### config.mk
export PLATFORM = sky130hd
export DESIGN_NAME = huff_frame_ctrl
export DESIGN_NICKNAME = d
export VERILOG_FILES = /design/src/rtl/huff_frame_ctrl.sv
export SDC_FILE = /design/constraint.sdc
export NUM_CORES = 1
export LEC_CHECK = 0
export CAP_MARGIN = 20
export CORE_MARGIN = 5
export CORE_UTILIZATION = 45
export CTS_BUF_LIST = sky130_fd_sc_hd__clkbuf_8
export DETAILED_ROUTE_END_ITERATION = 8
export GPL_TIMING_DRIVEN = 0
export PLACE_DENSITY = 0.62
export SKIP_LAST_GASP = 1
export SYNTH_ARGS = -nofsm -noshare
export SYNTH_HDL_FRONTEND = slang
export SYNTH_SLANG_ARGS = --single-unit
### constraint.sdc
create_clock -name clock -period 3.8 [get_ports clock]
set_clock_uncertainty 0.05 [all_clocks]
set_input_delay 1.14 -clock clock [delete_from_list [all_inputs] [get_ports clock]]
set_output_delay 1.14 -clock clock [all_outputs]
set_load 0.01 [all_outputs]
### src/rtl/huff_frame_ctrl.sv
// rtl/huff_frame_ctrl.sv - symbol FIFO and framing FSM feeding a Huffman encoder
// Optional feature macro HUFF_PAD_EN: pad a short message by repeating its last symbol.
module huff_frame_ctrl #(
    parameter int BIT_WIDTH  = 7,
    parameter int FRAME_LEN  = 100,
    parameter int FIFO_DEPTH = 16,
    parameter int TIMEOUT    = 4095
) (
    input  logic               clock,
    input  logic               rst,
    input  logic [BIT_WIDTH:0] s_data,
    input  logic               s_valid,
    input  logic               s_last,
    output logic               s_ready,
    output logic [BIT_WIDTH:0] enc_data,
    output logic               enc_enable,
    output logic               enc_rst_n,
    input  logic               enc_done,
    output logic               busy,
    output logic [7:0]         frame_cnt,
    output logic               err_timeout
);
    localparam int AW  = (FIFO_DEPTH > 1) ? $clog2(FIFO_DEPTH) : 1;
    localparam int FCW = $clog2(FRAME_LEN + 1);
    localparam int TCW = $clog2(TIMEOUT + 1);
`ifdef HUFF_PAD_EN
    localparam int EW = BIT_WIDTH + 2;
`else
    localparam int EW = BIT_WIDTH + 1;
`endif

    typedef enum logic [1:0] {IDLE, CLEAR, FEED, WAIT_DONE} state_t;
    state_t state, next_state;

    logic [EW-1:0]      mem [FIFO_DEPTH];
    logic [EW-1:0]      wr_entry, head;
    logic [AW-1:0]      wr_ptr, rd_ptr;
    logic [AW:0]        count;
    logic               full, empty, push, pop, pad_issue, pad_mode, last_feed;
    logic               clr_cnt;
    logic [FCW-1:0]     feed_cnt;
    logic [TCW-1:0]     to_cnt;
    logic               pipe_vld;
    logic [BIT_WIDTH:0] pipe_data;

    assign full      = (count == (AW+1)'(FIFO_DEPTH));
    assign empty     = (count == '0);
    assign s_ready   = !full;
    assign push      = s_valid && !full;
    assign head      = mem[rd_ptr];
    assign busy      = (state != IDLE);
    assign last_feed = (feed_cnt == FCW'(FRAME_LEN - 1));

`ifdef HUFF_PAD_EN
    assign wr_entry = {s_last, s_data};

    // Once the message's last symbol leaves the FIFO early, keep re-issuing it.
    always_ff @(posedge clock or negedge rst) begin
        if (!rst)
            pad_mode <= 1'b0;
        else if (state == CLEAR)
            pad_mode <= 1'b0;
        else if (pop && head[EW-1] && !last_feed)
            pad_mode <= 1'b1;
    end
`else
    logic unused_last;
    assign wr_entry    = s_data;
    assign pad_mode    = 1'b0;
    assign unused_last = s_last;
`endif

    always_ff @(posedge clock) begin
        if (push)
            mem[wr_ptr] <= wr_entry;
    end

    always_ff @(posedge clock or negedge rst) begin
        if (!rst) begin
            wr_ptr <= '0;
            rd_ptr <= '0;
            count  <= '0;
        end else begin
            if (push)
                wr_ptr <= wr_ptr + 1'b1;
            if (pop)
                rd_ptr <= rd_ptr + 1'b1;
            if (push && !pop)
                count <= count + 1'b1;
            else if (pop && !push)
                count <= count - 1'b1;
        end
    end

    always_ff @(posedge clock or negedge rst) begin
        if (!rst)
            state <= IDLE;
        else
            state <= next_state;
    end

    always_comb begin
        next_state = state;
        pop        = 1'b0;
        pad_issue  = 1'b0;
        case (state)
            IDLE: begin
                if (!empty)
                    next_state = CLEAR;
            end
            CLEAR: begin
                if (clr_cnt)
                    next_state = FEED;
            end
            FEED: begin
                if (pad_mode) begin
                    pad_issue = 1'b1;
                    if (last_feed)
                        next_state = WAIT_DONE;
                end else if (!empty) begin
                    pop = 1'b1;
                    if (last_feed)
                        next_state = WAIT_DONE;
                end
            end
            WAIT_DONE: begin
                if (enc_done || to_cnt == TCW'(TIMEOUT - 1))
                    next_state = IDLE;
            end
            default: next_state = IDLE;
        endcase
    end

    always_ff @(posedge clock or negedge rst) begin
        if (!rst) begin
            clr_cnt     <= 1'b0;
            feed_cnt    <= '0;
            to_cnt      <= '0;
            frame_cnt   <= '0;
            err_timeout <= 1'b0;
        end else begin
            clr_cnt <= (state == CLEAR) ? !clr_cnt : 1'b0;
            if (state == CLEAR)
                feed_cnt <= '0;
            else if (pop || pad_issue)
                feed_cnt <= feed_cnt + 1'b1;
            to_cnt <= (state == WAIT_DONE) ? to_cnt + 1'b1 : '0;
            if (state == WAIT_DONE && enc_done)
                frame_cnt <= frame_cnt + 1'b1;
            else if (state == WAIT_DONE && to_cnt == TCW'(TIMEOUT - 1))
                err_timeout <= 1'b1;
        end
    end

    // Popped head passes through one stage so a fresh push never reaches enc_data within two edges.
    always_ff @(posedge clock or negedge rst) begin
        if (!rst) begin
            pipe_vld   <= 1'b0;
            pipe_data  <= '0;
            enc_enable <= 1'b0;
            enc_data   <= '0;
            enc_rst_n  <= 1'b0;
        end else begin
            pipe_vld <= pop || pad_issue;
            if (pop)
                pipe_data <= head[BIT_WIDTH:0];
            enc_enable <= pipe_vld;
            if (pipe_vld)
                enc_data <= pipe_data;
            enc_rst_n <= (next_state != CLEAR);
        end
    end
endmodule

==> run summary <==
number of synthesized register bits - 191
most used routing layer - met2
Starting Density - 45.5%
All-Layer GR Usage - 15.7%
CP max FO - 9
RSZ-0062 raised after global routing - no
area delta synth->final - 13.1%
placed insts - 731
share of cells above drive strength 1 - 19.5%
critical path required time - 4.13 ns
slew margin rel. - 39.9%
Die H - 142 microns
met1 usage - 21.2%
Hold Violations, Final - 0
Core Rows - 48
minimum hold slack - 0.346 ns
die area - 0.0200 sq mm
clock sink total - 191
initial antenna violation count - 0
number of routed nets with antenna violations - 0
Die W - 142 microns
hold path depth - 0
largest net degree at the start of global routing - 41
Synth top area share - 49.4%
routed via count - 4055
cts-stage hold buffer count - 0
cts bufs inserted - 17
largest area contributor in the netlist - edfxtp_1
# nets final - 552
cell count after synthesis - 469
Final min period - 3.42 ns
DPL Wire Length - 9950 microns
sequential-to-total area share from yosys stat - 69.6%
First-pass DRT Iterations - 4
DRC errors left - 0
Overflow after GRT - 0
cts repair resizes - 0
Fmax achieved - 0.292 GHz
IO Port Bufs - 32
VDD IR max - 354 uV
cell area after layout - 0.00880 sq mm
CTS tree - yes
simple logic cell fraction of the synthesized area - 6.33%
H-Tree Depth - 4
crit end category - register
MaxCap Viol Count - 0
clock tree buffer depth - 2
depth of the most critical reg-to-reg path - 10
status - finished, final reports clean
critical path class - in -> reg
GPL Wtd Cong - 0.758
WP data arrival - 3.76 ns
worst-margin pin slew - 0.898 ns
Core Region - 0.0171 sq mm
PnR Total Power - 6.19 mW
CP startpoint kind - input port
EDFF count, synth - 128
clk slew on worst S/H paths - 0.10 ns
Synth Area in XOR/XNOR - 3.04%
DP Area - 0.00842 sq mm
post-synthesis net count - 496
post-synthesis cell area - 0.00778 sq mm
async set-or-reset flop fraction in the synthesized netlist - 33.0%
postcts setup bufs - 0
via count of the first global-routing pass - 4155
first-pass GRT wire length - 23500 microns
final max-slew violation count - 0
met2 usage - 25.7%
largest cells by area after synthesis - edfxtp_1 (49%), dfrtp_1 (20%), mux4_2 (9.3%)
routed vias/inst - 5.31
Leak Pwr - 3.16 nW
Avg Cell Area, Syn - 16.6 sq um
Post-synth top flop - edfxtp_1
Initial DRC Count - 382
Yosys warning count - 0
clk_lat worst skew - 0.46 ns
Synth Area in Compound Gates - 2.97%
n_diodes - 0
routed wire length - 14700 microns
Final Non-Filler Cells - 763
count of cell types in the netlist - 42
fin crit share - 90.1%
Worst Hold Class - reg -> reg
power per cell area - 703 mW/mm^2
largest family of logic cells by synthesized area - multiplexers
Top Ports - 34
routing usage on met3 - 3.88%
Synth Area in Adders - 2.35%
Final setup viols - 0
root cell of the clock tree - clkbuf_8
wire length per cell - 19.3 microns
mux cell area share after synthesis - 14.1%
==> worst paths after layout <==
kind / from / endpoint / slack (ns)
min: pipe_vld$_DFF_PN0_ / enc_enable$_DFF_PN0_ / 0.35
min in group asynchronous: rst / to_cnt[9]$_DFF_PN0_ / 0.61
max reg2reg: count[0]$_DFFE_PN0P_ / count[4]$_DFFE_PN0P_ / 0.53
max in group asynchronous: rst / wr_ptr[1]$_DFFE_PN0P_ / 2.48
min reg2reg: pipe_vld$_DFF_PN0_ / enc_enable$_DFF_PN0_ / 0.35
max: s_valid / count[4]$_DFFE_PN0P_ / 0.38
==> sequential cells by signal (all words and copies together) (netlist names), 2 cells and up <==
signal     flops
feed_cnt       7
state          2
pipe_data      8
to_cnt        12
mem          128
wr_ptr         4
rd_ptr         4
count          5
frame_cnt      8
enc_data       8
==> cell type report <==
class	instances	area, sq um
Fill cell	1409	8310
Sequential cell	191	5420
Multi-Input combinational cell	251	2240
Timing Repair Buffer	37	358
Tap cell	225	282
Clock buffer	17	234
Clock inverter	15	144
Buffer	19	91.3
Inverter	8	32.5
==> cells in the final DEF, fill, tap and decap left out, types with 5 or more instances in the layout <==
master,n
nand2_1,32
buf_2,14
xnor2_1,20
nand3_1,14
clkdlybuf4s50_1,31
o21ai_0,14
edfxtp_1,128
dfrtp_1,63
mux4_2,32
xor2_1,7
inv_1,8
a21oi_1,8
clkbuf_8,17
nor2_1,30
nand4_1,5
inv_8,6
ha_1,13
mux2i_1,17
nor3_1,12
mux2_2,17
==> per-stage QoR <==
step           utilization (%)  TNS (ns)  setup slack, ns
6_report                  51.4         0            0.377
5_1_grt                   51.4         0            0.130
4_1_cts                   51.4         0            0.369
3_5_place_dp              49.2    -0.110           -0.110
3_3_place_gp              49.0    -36.23           -0.472
2_1_floorplan                -         0            0.687
==> critical path: stages <==
cell and delay, ns:
clkdlybuf4s50_1 0.48, a21boi_1 0.57, ha_1 0.28, inv_1 0.11
fa_1 0.43, a21o_1 0.19, a21oi_1 0.19, mux2i_1 0.24
xnor2_1 0.13
==> report_power, final <==
group / internal [mW] / leakage [nW] / switching (mW) / total [mW]
Sequential: 2.60 / 1.97 / 0.203 / 2.80
Combinational: 1.02 / 1.01 / 1.11 / 2.13
Clock: 0.489 / 0.185 / 0.772 / 1.26
==> cell usage after synthesis, types with 2 or more instances <==
library cell / count
mux2i_1: 17
or3_1: 3
nand2_1: 32
nor2_1: 30
inv_1: 7
nand3_1: 14
nor2b_1: 2
o21ai_0: 14
nand4_1: 5
nor3_1: 12
xnor2_1: 20
clkbuf_1: 4
buf_2: 10
edfxtp_1: 128
buf_1: 3
or2_2: 2
xor2_1: 7
a21oi_1: 8
nor4_1: 2
nand2b_1: 2
dfrtp_1: 63
a21o_1: 4
ha_1: 13
mux4_2: 32
buf_4: 2
mux2_2: 17
==> cells by family after synthesis <==
family                     after synthesis
DFF                                    191
and+or+nand+nor                        107
muxes                                   67
AOI/OAI and AO/OA                       36
xor gates and xnor gates                27
buffers and inverters                   27
adders and majority gates               14
==> routing by layer <==
layer  vias to the layer above  part of all wire (%)  wire length [microns]
met4                         0                  0.89                    131
li1                       1890                     -                      -
met3                        10                   4.5                    665
met2                        86                    49                   7250
met1                      2069                    45                   6690
met5                         -                     0                      0
Power figures use the tool's default switching activity.
